## src/rtl/control_fsm_pkg.sv

```systemverilog
// Shared state/opcode encodings and ALU operation codes for the instruction sequencer.
package StateDefs;

    localparam int unsigned STATE_W = 4;
    localparam int unsigned OP_W    = 4;
    localparam int unsigned CNT_W   = 16;

    typedef enum logic [STATE_W-1:0] {
        S_NOOP   = 4'd0,
        S_STORE  = 4'd1,
        S_LOAD_A = 4'd2,
        S_ADD    = 4'd3,
        S_SUB    = 4'd4,
        S_HALT   = 4'd5,
        S_LOAD_B = 4'd6,
        S_INIT   = 4'd7,
        S_FETCH  = 4'd8,
        S_DECODE = 4'd9
    } state_e;

    typedef enum logic [OP_W-1:0] {
        OP_NOOP  = 4'd0,
        OP_STORE = 4'd1,
        OP_LOAD  = 4'd2,
        OP_ADD   = 4'd3,
        OP_SUB   = 4'd4,
        OP_HALT  = 4'd5
    } inst_e;

    localparam logic [1:0] ALU_PASS = 2'b00;
    localparam logic [1:0] ALU_ADD  = 2'b01;
    localparam logic [1:0] ALU_SUB  = 2'b10;

endpackage

```

## src/rtl/control_fsm.sv

```systemverilog
// Multi-cycle instruction sequencer: fetch/decode/execute control with Moore
// outputs decoded from the registered state, plus a retired-instruction counter.
module control_fsm
    import StateDefs::*;
(
    input  logic        Clk,
    input  logic        Reset,
    input  logic        Run,
    input  logic [15:0] IR,
    output logic        PC_clr,
    output logic        PC_up,
    output logic        IR_ld,
    output logic [7:0]  D_addr,
    output logic        D_wr,
    output logic        RF_s,
    output logic [3:0]  RF_W_addr,
    output logic        RF_W_en,
    output logic [3:0]  RF_Ra_addr,
    output logic [3:0]  RF_Rb_addr,
    output logic [1:0]  ALU_s,
    output logic [3:0]  CurState,
    output logic        Halted,
    output logic [15:0] RetireCnt
);

    state_e           state_q, state_d;
    logic [CNT_W-1:0] retire_q, retire_d;
    logic [OP_W-1:0]  op;

    assign op = IR[15:12];

    // State register; reset wins over every transition
    always_ff @(posedge Clk) begin
        if (Reset) begin
            state_q <= S_INIT;
        end else begin
            state_q <= state_d;
        end
    end

    // Next-state logic
    always_comb begin
        state_d = state_q;
        case (state_q)
            S_INIT:   if (Run) state_d = S_FETCH;
            S_FETCH:  state_d = S_DECODE;
            S_DECODE: begin
                if      (op == OP_NOOP)  state_d = S_NOOP;
                else if (op == OP_STORE) state_d = S_STORE;
                else if (op == OP_LOAD)  state_d = S_LOAD_A;
                else if (op == OP_ADD)   state_d = S_ADD;
                else if (op == OP_SUB)   state_d = S_SUB;
                else if (op == OP_HALT)  state_d = S_HALT;
                else                     state_d = S_NOOP;
            end
            S_LOAD_A: state_d = S_LOAD_B;
            S_NOOP, S_STORE, S_LOAD_B, S_ADD, S_SUB: state_d = S_FETCH;
            S_HALT:   state_d = S_HALT;
            default:  state_d = S_INIT;
        endcase
    end

    // Moore output decode; anything a state does not drive stays 0
    always_comb begin
        PC_clr     = 1'b0;
        PC_up      = 1'b0;
        IR_ld      = 1'b0;
        D_addr     = 8'd0;
        D_wr       = 1'b0;
        RF_s       = 1'b0;
        RF_W_addr  = 4'd0;
        RF_W_en    = 1'b0;
        RF_Ra_addr = 4'd0;
        RF_Rb_addr = 4'd0;
        ALU_s      = ALU_PASS;
        Halted     = 1'b0;
        case (state_q)
            S_INIT:  PC_clr = 1'b1;
            S_FETCH: begin
                IR_ld = 1'b1;
                PC_up = 1'b1;
            end
            S_STORE: begin
                D_addr     = IR[7:0];
                RF_Ra_addr = IR[11:8];
                D_wr       = 1'b1;
            end
            // Load_B repeats Load_A's address to cover the memory read latency
            S_LOAD_A, S_LOAD_B: begin
                D_addr    = IR[11:4];
                RF_s      = 1'b1;
                RF_W_addr = IR[3:0];
                RF_W_en   = (state_q == S_LOAD_B);
            end
            S_ADD, S_SUB: begin
                RF_Ra_addr = IR[11:8];
                RF_Rb_addr = IR[7:4];
                RF_W_addr  = IR[3:0];
                RF_W_en    = 1'b1;
                ALU_s      = (state_q == S_ADD) ? ALU_ADD : ALU_SUB;
            end
            S_HALT:  Halted = 1'b1;
            default: ;
        endcase
    end

    // Retire counter: bumps when an execute state hands back to Fetch
    always_comb begin
        retire_d = retire_q;
        if (state_d == S_FETCH &&
            (state_q == S_NOOP || state_q == S_STORE || state_q == S_LOAD_B ||
             state_q == S_ADD  || state_q == S_SUB)) begin
            retire_d = retire_q + CNT_W'(1);
        end
    end

    always_ff @(posedge Clk) begin
        if (Reset) begin
            retire_q <= '0;
        end else begin
            retire_q <= retire_d;
        end
    end

    assign CurState  = state_q;
    assign RetireCnt = retire_q;

endmodule

```

## config.mk

```make
export PLATFORM = sky130hd
export DESIGN_NAME = control_fsm
export DESIGN_NICKNAME = d
export VERILOG_FILES = /design/src/rtl/control_fsm_pkg.sv /design/src/rtl/control_fsm.sv
export SDC_FILE = /design/constraint.sdc
export NUM_CORES = 1
export LEC_CHECK = 0
export BUFFER_PORTS_ARGS = -buffer_cell sky130_fd_sc_hd__buf_2
export CAP_MARGIN = 20
export CORE_ASPECT_RATIO = 1.75
export CORE_MARGIN = 2
export CORE_UTILIZATION = 48
export DETAILED_ROUTE_END_ITERATION = 6
export GPL_ROUTABILITY_DRIVEN = 0
export GPL_TIMING_DRIVEN = 0
export PLACE_DENSITY = 0.85
export RECOVER_POWER = 50
export SYNTH_ARGS = -nofsm -noshare
export SYNTH_HDL_FRONTEND = slang
export SYNTH_SLANG_ARGS = --single-unit
```

## constraint.sdc

```tcl
create_clock -name Clk -period 3.05 [get_ports Clk]
set_input_delay 0.1525 -clock Clk [delete_from_list [all_inputs] [get_ports Clk]]
set_output_delay 0.1525 -clock Clk [all_outputs]
set_load 0.02 [all_outputs]
```

Word-level counts from Yosys, hierarchy flattened
Cells that the tools add are included.
{"block": "totals", "regBits": 20, "latch_bits": 0, "ramBits": 0, "mem_bits_ro": 0, "input_bits": 19, "wordCells": 50, "n_memories": 0}
{"block": "op_classes", "add_sub_neg": 1, "multipliers": 0, "n_div": 0, "n_lt_le_gt_ge": 0, "n_eq_ne": 15, "shifts": 0, "n_mux": 20, "bitwise": 0, "n_reduce_logical": 12}
{"operator": "$eq A4 B3 Y1 const B", "n": 6}
{"operator": "$pmux W4 S6", "n": 1}
{"operator": "$mux W3", "n": 6}
{"operator": "$add A16 B1 Y16 const B", "n": 1}
{"operator": "$eq A4 B2 Y1 const B", "n": 4}
{"operator": "$mux W4", "n": 4}
{"operator": "$pmux W8 S2", "n": 1}
{"operator": "$eq A4 B4 Y1 const B", "n": 3}
{"operator": "$eq A4 B1 Y1 const B", "n": 2}
{"operator": "$logic_not A4 Y1", "n": 2}
{"operator": "$mux W1", "n": 5}
{"operator": "$reduce_or A5 Y1", "n": 1}
{"operator": "$logic_or A1 B1 Y1", "n": 4}
{"operator": "$mux W2", "n": 2}
{"operator": "$reduce_or A2 Y1", "n": 2}
{"operator": "$reduce_or A4 Y1", "n": 1}
{"operator": "$reduce_or A3 Y1", "n": 1}
{"operator": "$pmux W1 S2", "n": 1}
{"operator": "$logic_and A1 B1 Y1", "n": 1}

Logic depth before layout (Yosys ltp)
Gate-level depths: netlist of run 1.
{"block": "logic_depth", "word_depth": 10, "mapped_depth": 6, "mapped_depth_nobuf": 5}

Worst setup path before layout of run 1
No wires, ideal clock.
{"block": "synth_path", "path_type": "register -> output", "start": "reg state_q[1] (netlist: CurState[1])", "end": "out RF_Ra_addr[0]", "arrival_time_ps": 1797, "required_ps": 2897, "slack_ps": 1100, "stages_incl_launch_ff": 6, "path_cell_list": "dfxtp_1 -> buf_6 -> nand2b_1 -> nor3_2 -> nor2_1 -> nor2b_1"}
{"block": "synth_between", "elab_chain_len": 3}
{"item": "start, declared", "line": "control_fsm.sv:26", "rtl": "state_e state_q, state_d;"}
{"item": "start signal, assigned", "line": "control_fsm.sv:37", "rtl": "state_q <= state_d;"}
{"item": "$eq A4 B2 Y1, or another cell as far along", "line": "control_fsm.sv:77", "rtl": "case (state_q)"}
{"item": "$reduce_or A3 Y1 (no source line) (*)"}
{"item": "$mux W4 (*)", "line": "control_fsm.sv:77"}
{"item": "end, declared", "line": "control_fsm.sv:18", "rtl": "output logic [3:0] RF_Ra_addr,"}
Every way passes the cells marked *; elsewhere a longest branch is shown, timed or not.

Final worst setup path of run 1
{"block": "layout_path", "start": "reg state_q[1] (netlist: CurState[1])", "end": "out RF_Ra_addr[1]"}
The elaborated chain is that of the path after synthesis.

==> impl_metrics.yaml, run 1 <==
clocking:
  h-tree-depth: 1
  post_cts_resized: 0
  clkSlewWorstSetupHoldPaths_ns: 0.07
  clk_latency_ns: 0.27
  cts_buffer_depth: 2
  cts_made_buffers: 3
  cts_tree: "built"
  root_buffer: "clkbuf_8"
  hold_buffers: 0
  clock_sinks: 20
  post-cts-setup-buffers: 0
route:
  drc: 0
  first_pass_iters: 4
  via_per_inst: 5.67
  drt-initial-drc-count: 23
  via_count: 1418
  wl_per_cell_um: 12.7
  routed_wl_um: 3180
  ant_nets: 0
critical_path:
  critPathMaxStageDelay_ns: 0.48
  r2r-start: "CurState[1]"
  startpoint_type: "flop"
  cp.arrival_ns: 2.02
  cp_cell_sequence: "clkbuf_1 -> nand2b_1 -> nor3_2 -> nor2_1 -> nor2b_1 -> buf_2"
  path_buf_inv: 2
  crit_type: "flop to primary output"
  worstPathMaxFanout: 10
  slowest_stage: "nor3_2"
  crit_start: "CurState[1]"
  crit_cells: 6
  critical_path.top_delay_family: "simple AND/OR/NAND/NOR gates"
  worstRegToRegCells: 6
  endpoint_kind: "primary output"
  cp.required_ns: 2.90
cells_and_area:
  final_cell_mix: "buf_2 (48), clkbuf_1 (26), dfxtp_1 (20)"
  syn_to_final_growth_pct: 27.0
  drive_gt1_share_pct: 26.8
  final_nets: 245
  antenna_cells: 0
  final_area_sq_um: 1630
  stdcell_count: 250
  layout_commonest_cell: "buf_2"
timing:
  finalHoldViolations: 0
  skew_ns: 0.00384
  rsz0062_at_grt: "false"
  slew_headroom_pct: 60.7
  fin_crit_sh_pct: 71.4
  layout_setup_ws_ns: 0.873
  fmaxAchievable_ghz: 0.459
  drv_slew: 0
  tightest_slew_ns: 0.587
  fin_tns_setup_ns: 0
  setup_viol: 0
  period_needed_ns: 2.18
logic_synthesis:
  ys.flop_type: "dfxtp_1"
  synth_top_area_cell: "dfxtp_1"
  synth_seq_cells: 20
  synth_cells: 153
  synth_area_leaders: "dfxtp_1 (31%), a21oi_1 (5.5%), a22o_1 (5.5%)"
  syn-cell-area_sq_um: 1280
  ys_seq_area_share_pct: 31.2
  ys_async_sr_fraction_pct: 0
  synth_edf_count: 0
  avgSynthCellArea_sq_um: 8.39
  yosys_warnings: 0
  synth_top_area_share_pct: 31.2
  synth_nets: 173
  netlist-cell-type-count: 43
placement:
  place_area_sq_um: 1650
  pre_cts_slack_ns: 1.26
  dp.cells: 246
  dp_hpwl_um: 2540
  io_buffers: 67
global_route:
  grt_util_all_layers_pct: 21.2
  grt_pass1_wl_um: 5240
  grt_use_met1_pct: 21.2
  grt_use_met3_pct: 3.98
  grt-ovfl-total: 0
  grt-busiest-layer: "met2"
  grt_max_degree: 12
  grt_pass1_vias: 1249
  antenna_found_initial: 0
  grt_util_met2_pct: 40.3
floorplan:
  coreArea_sq_um: 2520
  die_x_um: 43.1
  rows: 24
  initial_core_util_pct: 50.9
  io_pins: 68
  die_area_sq_um: 3120
  die_h_um: 72.4
worst_hold_path:
  min_path_cells: 3
  min_path_type: "primary input to flop"
  min_from: "IR[12]"
power:
  combPwrFrac_pct: 57.0
  peakVddDrop_v: 0.000554
  cellLeakagePower_uw: 0.000686
  power_frac_clock_pct: 16.2
  p_sw_uw: 606
  power.share.sequential_pct: 26.8
  swShare_pct: 47.6
  power.internal_uw: 667
  p_per_area_nw_per_um2: 780
status:
  outcome: "complete, no violations"
flow_run:
  drv_cap: 0
==> power groups by stage <==
stage          Sequential [uW]  Combinational, uW  Clock, uW
4_1_cts                    341                768        211
3_3_place_gp               345                759          0
2_1_floorplan              378                520          0
3_5_place_dp               347                766          0
5_1_grt                    347                791        217
6_report                   341                725        206
==> synth_stat cells (all sizes together) (3+ instances only) <==
library cell / count
or4: 5
buf: 6
nand4: 4
nor2b: 8
inv: 3
nor2: 10
or3: 4
o31ai: 5
nand2: 9
a21oi: 16
nand2b: 4
nor3: 4
o21bai: 3
o21ai: 5
a22o: 8
dfxtp: 20
xor2: 4
and2: 6
nand3: 9
==> routing by layer <==
layer,vias to the layer above,wire length [um]
met3,5,244
met5,-,0
li1,707,-
met2,50,1700
met4,0,61
met1,656,1180
==> sequential cells by signal (all words and copies together), names as in the netlist <==
signal,cells
RetireCnt,16
CurState,4
==> cell families (layout without fill, tap and decap cells) <==
group	count (synthesis)	after routing	share of synthesized area (%)
AOI/OAI and AO/OA	43	43	23.8
and+or+nand+nor	73	73	35.7
xor gates and xnor gates	5	5	3.41
DFF	20	20	31.2
adders and majority gates	1	1	0.975
buffers and inverters	11	82	4.97
==> per-stage QoR <==
step / hold WS [ns] / power, uW / utilization, %
floorplan: 0.291 / 898 / -
global placement: 0.410 / 1100 / 65.5
detailed placement: 0.417 / 1110 / 65.5
CTS: 0.146 / 1320 / 67.7
global route: 0.158 / 1350 / 64.6
finish: 0.138 / 1270 / 64.6
==> path summary, 6_finish.rpt <==
check	to	slack (ns)
min reg2reg	RetireCnt[15]	0.49
min	CurState[0]	0.14
max	RF_Ra_addr[1]	0.87
max reg2reg	RetireCnt[14]	1.00
==> cell type report <==
type / instances / area, sq um
fillers: 257 / 892
multi-input cells: 122 / 786
flip-flops and latches: 20 / 400
repair buffers: 67 / 309
clock buffers: 4 / 55.1
plain buffers: 8 / 36.3
well taps: 26 / 32.5
inverters: 3 / 11.3
==> worst min-delay path: stages <==
cell,delay [ns]
buf_2,0.08
a31oi_1,0.06
o21ai_0,0.07
(Power assumes the default switching activity.)
==> run 2: changes to the inputs <==
- CORE_UTILIZATION: 48 -> 45
- PLACE_DENSITY: 0.85 -> 0.8
- clock period: 3.05 -> 2.2 ns (I/O delays scaled with it)
==> run 2 against run 1 <==
Power is 40% higher. Design area is 1.6% higher. Routed wire length down 0.57%. Critical path depth unchanged. Hold slack got worse by 0.041 ns. Sequential cell count stayed put. Largest cell class unchanged. Via count decreased by 0.71%.
==> impl_metrics.yaml, run 2 (same netlist as run 1, synthesis figures left out) <==
floorplan:
  io_pins: 68
  initial_core_util_pct: 47.2
  die_area_sq_um: 3310
  rows: 25
  coreArea_sq_um: 2720
  die_h_um: 74.7
  die_x_um: 44.4
route:
  ant_nets: 0
  via_per_inst: 5.61
  routed_wl_um: 3160
  drt-initial-drc-count: 29
  drc: 0
  first_pass_iters: 4
  wl_per_cell_um: 12.6
  via_count: 1408
timing:
  finalHoldViolations: 0
  rsz0062_at_grt: "false"
  setup_viol: 0
  fmaxAchievable_ghz: 0.497
  period_needed_ns: 2.01
  tightest_slew_ns: 0.617
  fin_tns_setup_ns: 0
  slew_headroom_pct: 58.7
  drv_slew: 0
  skew_ns: 0.00350
  fin_crit_sh_pct: 91.5
power:
  power.share.sequential_pct: 26.6
  combPwrFrac_pct: 57.7
  power_frac_clock_pct: 15.7
  p_per_area_nw_per_um2: 1070
  power.internal_uw: 935
  swShare_pct: 47.4
  peakVddDrop_v: 0.000703
  p_sw_uw: 842
  cellLeakagePower_uw: 0.000692
clocking:
  cts_tree: "built"
  post_cts_resized: 0
  hold_buffers: 0
  post-cts-setup-buffers: 0
  clk_latency_ns: 0.26
  cts_made_buffers: 3
  h-tree-depth: 1
  cts_buffer_depth: 2
  clock_sinks: 20
  root_buffer: "clkbuf_8"
  clkSlewWorstSetupHoldPaths_ns: 0.07
cells_and_area:
  multiInputGateArea_sq_um: 805
  stdcell_count: 251
  layout_commonest_cell: "buf_2"
  syn_to_final_growth_pct: 29.0
  drive_gt1_share_pct: 27.7
  fillers: 271
  register_area_sq_um: 400
  final_cell_mix: "buf_2 (47), clkbuf_1 (26), dfxtp_1 (20)"
  final_nets: 245
  antenna_cells: 0
  final_util_pct: 60.9
  largest_register_ffs: 16
global_route:
  grt_pass1_wl_um: 4730
  antenna_found_initial: 0
  grt_pass1_vias: 1155
  grt-ovfl-total: 0
  grt_util_all_layers_pct: 18.5
  grt_max_degree: 12
critical_path:
  cp.arrival_ns: 2.20
  crit_type: "flop to flop"
  worstPathMaxFanout: 10
  endpoint_kind: "flop"
  cp.required_ns: 2.39
  startpoint_type: "flop"
worst_hold_path:
  min_path_type: "primary input to flop"
placement:
  io_buffers: 67
  dp.cells: 247
  dp_hpwl_um: 2560
status:
  outcome: "complete, no violations"
flow_run:
  drv_cap: 0
==> run 2: cell counts in the layout (fill, tap and decap cells not counted) <==
No cell type changed its count.
==> run 2: power groups by stage <==
stage | Combinational [uW] | Clock (uW) | Sequential (uW)
5_1_grt | 1110 | 291 | 481
6_report | 1030 | 280 | 473
3_5_place_dp | 1060 | 0 | 480
4_1_cts | 1060 | 280 | 471
3_3_place_gp | 1060 | 0 | 479
2_1_floorplan | 721 | 0 | 524
==> run 2: critical path, cell delays in order (launching register included) <==
cell and delay, ns:
dfxtp_1 0.32, buf_6 0.13, or3b_1 0.15, clkbuf_1 0.36
nand4_1 0.30, or4_1 0.53, a21oi_1 0.15
==> run 2: per-layer routing <==
| metal | track usage, % | part of all wire [%] |
|---|---|---|
| met5 | 0 | 0 |
| met4 | 6.73 | 0.98 |
| met3 | 1.68 | 8.3 |
| met2 | 38.4 | 54 |
| met1 | 17.8 | 36 |
==> run 2: path summary, 6_finish.rpt <==
check / startpoint / endpoint / slack (ns) / depth (start not counted)
max reg2reg: CurState[1] / RetireCnt[15] / 0.19 / 6
min reg2reg: RetireCnt[15] / RetireCnt[15] / 0.49 / 2
min: IR[12] / CurState[0] / 0.1 / 3
max: CurState[1] / RetireCnt[15] / 0.19 / 6
==> run 2: metrics by stage <==
stage / cell area (sq um) / setup slack (ns) / hold slack (ns) / power, uW
2_1_floorplan: 1280 / 0.293 / 0.248 / 1240
3_3_place_gp: 1650 / 0.474 / 0.358 / 1540
3_5_place_dp: 1650 / 0.470 / 0.364 / 1540
4_1_cts: 1710 / 0.192 / 0.105 / 1810
5_1_grt: 1660 / 0.0399 / 0.118 / 1890
6_report: 1660 / 0.187 / 0.0964 / 1780
==> run 2: layout make-up <==
| cell class | instances | area share, % |
|---|---|---|
| plain buffers | 8 | 2.64 |
| clock buffers | 4 | 3.32 |
| inverters | 3 | 0.680 |
| multi-input cells | 122 | 48.6 |
| flip-flops and latches | 20 | 24.2 |
| well taps | 27 | 2.04 |
| repair buffers | 67 | 18.6 |
==> run 3: changes to the inputs <==
- clock period: 2.2 -> 2.12 ns (I/O delays scaled with it)
==> run 3 against run 2 <==
Clock power grew 3%. Non-clock buffer count is the same. Hold slack worse by 0.0026 ns. Worst setup slack got worse by 0.062 ns. Final cell count is the same. Sequential power increased by 4%. Critical path type is now flop to primary output. Largest power group unchanged. Highest routed layer unchanged.
==> impl_metrics.yaml, run 3 (same netlist as run 1, synthesis figures left out) <==
cells_and_area:
  final_nets: 245
  drive_gt1_share_pct: 29.0
  antenna_cells: 0
  largest_register_ffs: 16
  multiInputGateArea_sq_um: 827
  syn_to_final_growth_pct: 31.0
  final_util_pct: 61.8
  register_area_sq_um: 400
  fillers: 268
  final_cell_mix: "buf_2 (49), clkbuf_1 (24), dfxtp_1 (20)"
  layout_commonest_cell: "buf_2"
timing:
  drv_slew: 0
  fin_tns_setup_ns: 0
  finalHoldViolations: 0
  tightest_slew_ns: 0.610
  fmaxAchievable_ghz: 0.501
  fin_crit_sh_pct: 94.1
  period_needed_ns: 1.99
  skew_ns: 0.00514
  setup_viol: 0
  slew_headroom_pct: 59.1
clocking:
  clk_latency_ns: 0.26
  hold_buffers: 0
  clkSlewWorstSetupHoldPaths_ns: 0.07
  root_buffer: "clkbuf_8"
  cts_tree: "built"
  cts_buffer_depth: 2
  h-tree-depth: 1
  cts_made_buffers: 3
  clock_sinks: 20
  post-cts-setup-buffers: 0
global_route:
  grt-ovfl-total: 0
  grt_max_degree: 12
  grt_pass1_vias: 1155
  grt_pass1_wl_um: 4730
  grt_util_all_layers_pct: 18.5
  antenna_found_initial: 0
critical_path:
  cp.required_ns: 2.01
  cp_cell_sequence: "buf_2 -> or3b_1 -> a21oi_4 -> nor2_1 -> nor2b_1 -> buf_2"
  worstPathMaxFanout: 10
  slowest_stage: "or3b_1"
  crit_type: "flop to primary output"
  critPathMaxStageDelay_ns: 0.43
  endpoint_kind: "primary output"
  cp.arrival_ns: 1.89
  crit_top_cell: "buf_2"
  startpoint_type: "flop"
placement:
  io_buffers: 67
  dp_hpwl_um: 2560
floorplan:
  coreArea_sq_um: 2720
  rows: 25
  die_area_sq_um: 3310
  die_x_um: 44.4
  die_h_um: 74.7
  io_pins: 68
  initial_core_util_pct: 47.2
route:
  first_pass_iters: 4
  drc: 0
  routed_wl_um: 3170
  via_per_inst: 5.61
  wl_per_cell_um: 12.6
  via_count: 1409
  drt-initial-drc-count: 28
  ant_nets: 0
worst_hold_path:
  min_path_type: "primary input to flop"
status:
  outcome: "complete, no violations"
power:
  cellLeakagePower_uw: 0.000701
  p_per_area_nw_per_um2: 1110
  peakVddDrop_v: 0.000744
flow_run:
  drv_cap: 0
-- run 3: cell types whose count changed in the layout (fill, tap and decap cells not counted) --
cell	change
clkbuf_1	-2
a21oi_2	-1
a21oi_4	+1
buf_2	+2
nand4_1	-1
nand4_4	+1
-- run 3: area by class of cell --
class                      count  share of cell area, %
buffer                         8                   2.68
clock buffer                   4                   3.27
inverter                       3                  0.670
multi-input combinational    122                   49.2
sequential                    20                   23.8
tap                           27                   2.01
timing repair buffer          67                   18.4
-- run 3: metrics by stage --
stage | instances | total power [uW] | instance area, sq um | setup slack [ns] | hold WS (ns)
global route | 251 | 1980 | 1680 | -0.0134 | 0.114
CTS | 251 | 1880 | 1710 | 0.116 | 0.101
finish | 251 | 1870 | 1680 | 0.125 | 0.0938
global placement | 247 | 1600 | 1650 | 0.398 | 0.354
floorplan | 153 | 1290 | 1280 | 0.217 | 0.244
detailed placement | 247 | 1600 | 1650 | 0.394 | 0.360
-- run 3: final timing paths --
path,from,to,slack (ns),depth (start not counted)
setup / recovery,CurState[0],RF_Ra_addr[3],0.13,6
hold / removal,IR[12],CurState[0],0.09,3
setup reg to reg,CurState[1],RetireCnt[8],0.18,6
hold reg to reg,RetireCnt[15],RetireCnt[15],0.49,2
-- run 3: metal layers --
layer  track usage [%]  vias up  wire length [um]
li1                  -      711                 -
met1              17.8      633              1120
met2              38.4       61              1740
met3              1.68        4               268
met4              6.73        0                31
met5                 0        -                 0
-- run 3: what timing repair did --
item,CTS,global route
hold endpoints to repair,0,0
endpoints found under the setup margin,0,1
resized for setup,0,1
-- run 3: worst max-delay path: cells and delay by family (launching register included) --
kind	cells	cell delay, ns
and+or+nand+nor	3	0.67
DFF	1	0.37
buffers and inverters	2	0.37
AOI/OAI and AO/OA	1	0.23
-- run 3: report_power, final --
| group | total [uW] | switching (uW) | internal, uW |
|---|---|---|---|
| combinational | 1090 | 695 | 394 |
| clock | 289 | 123 | 165 |
| sequential | 490 | 67.5 | 423 |
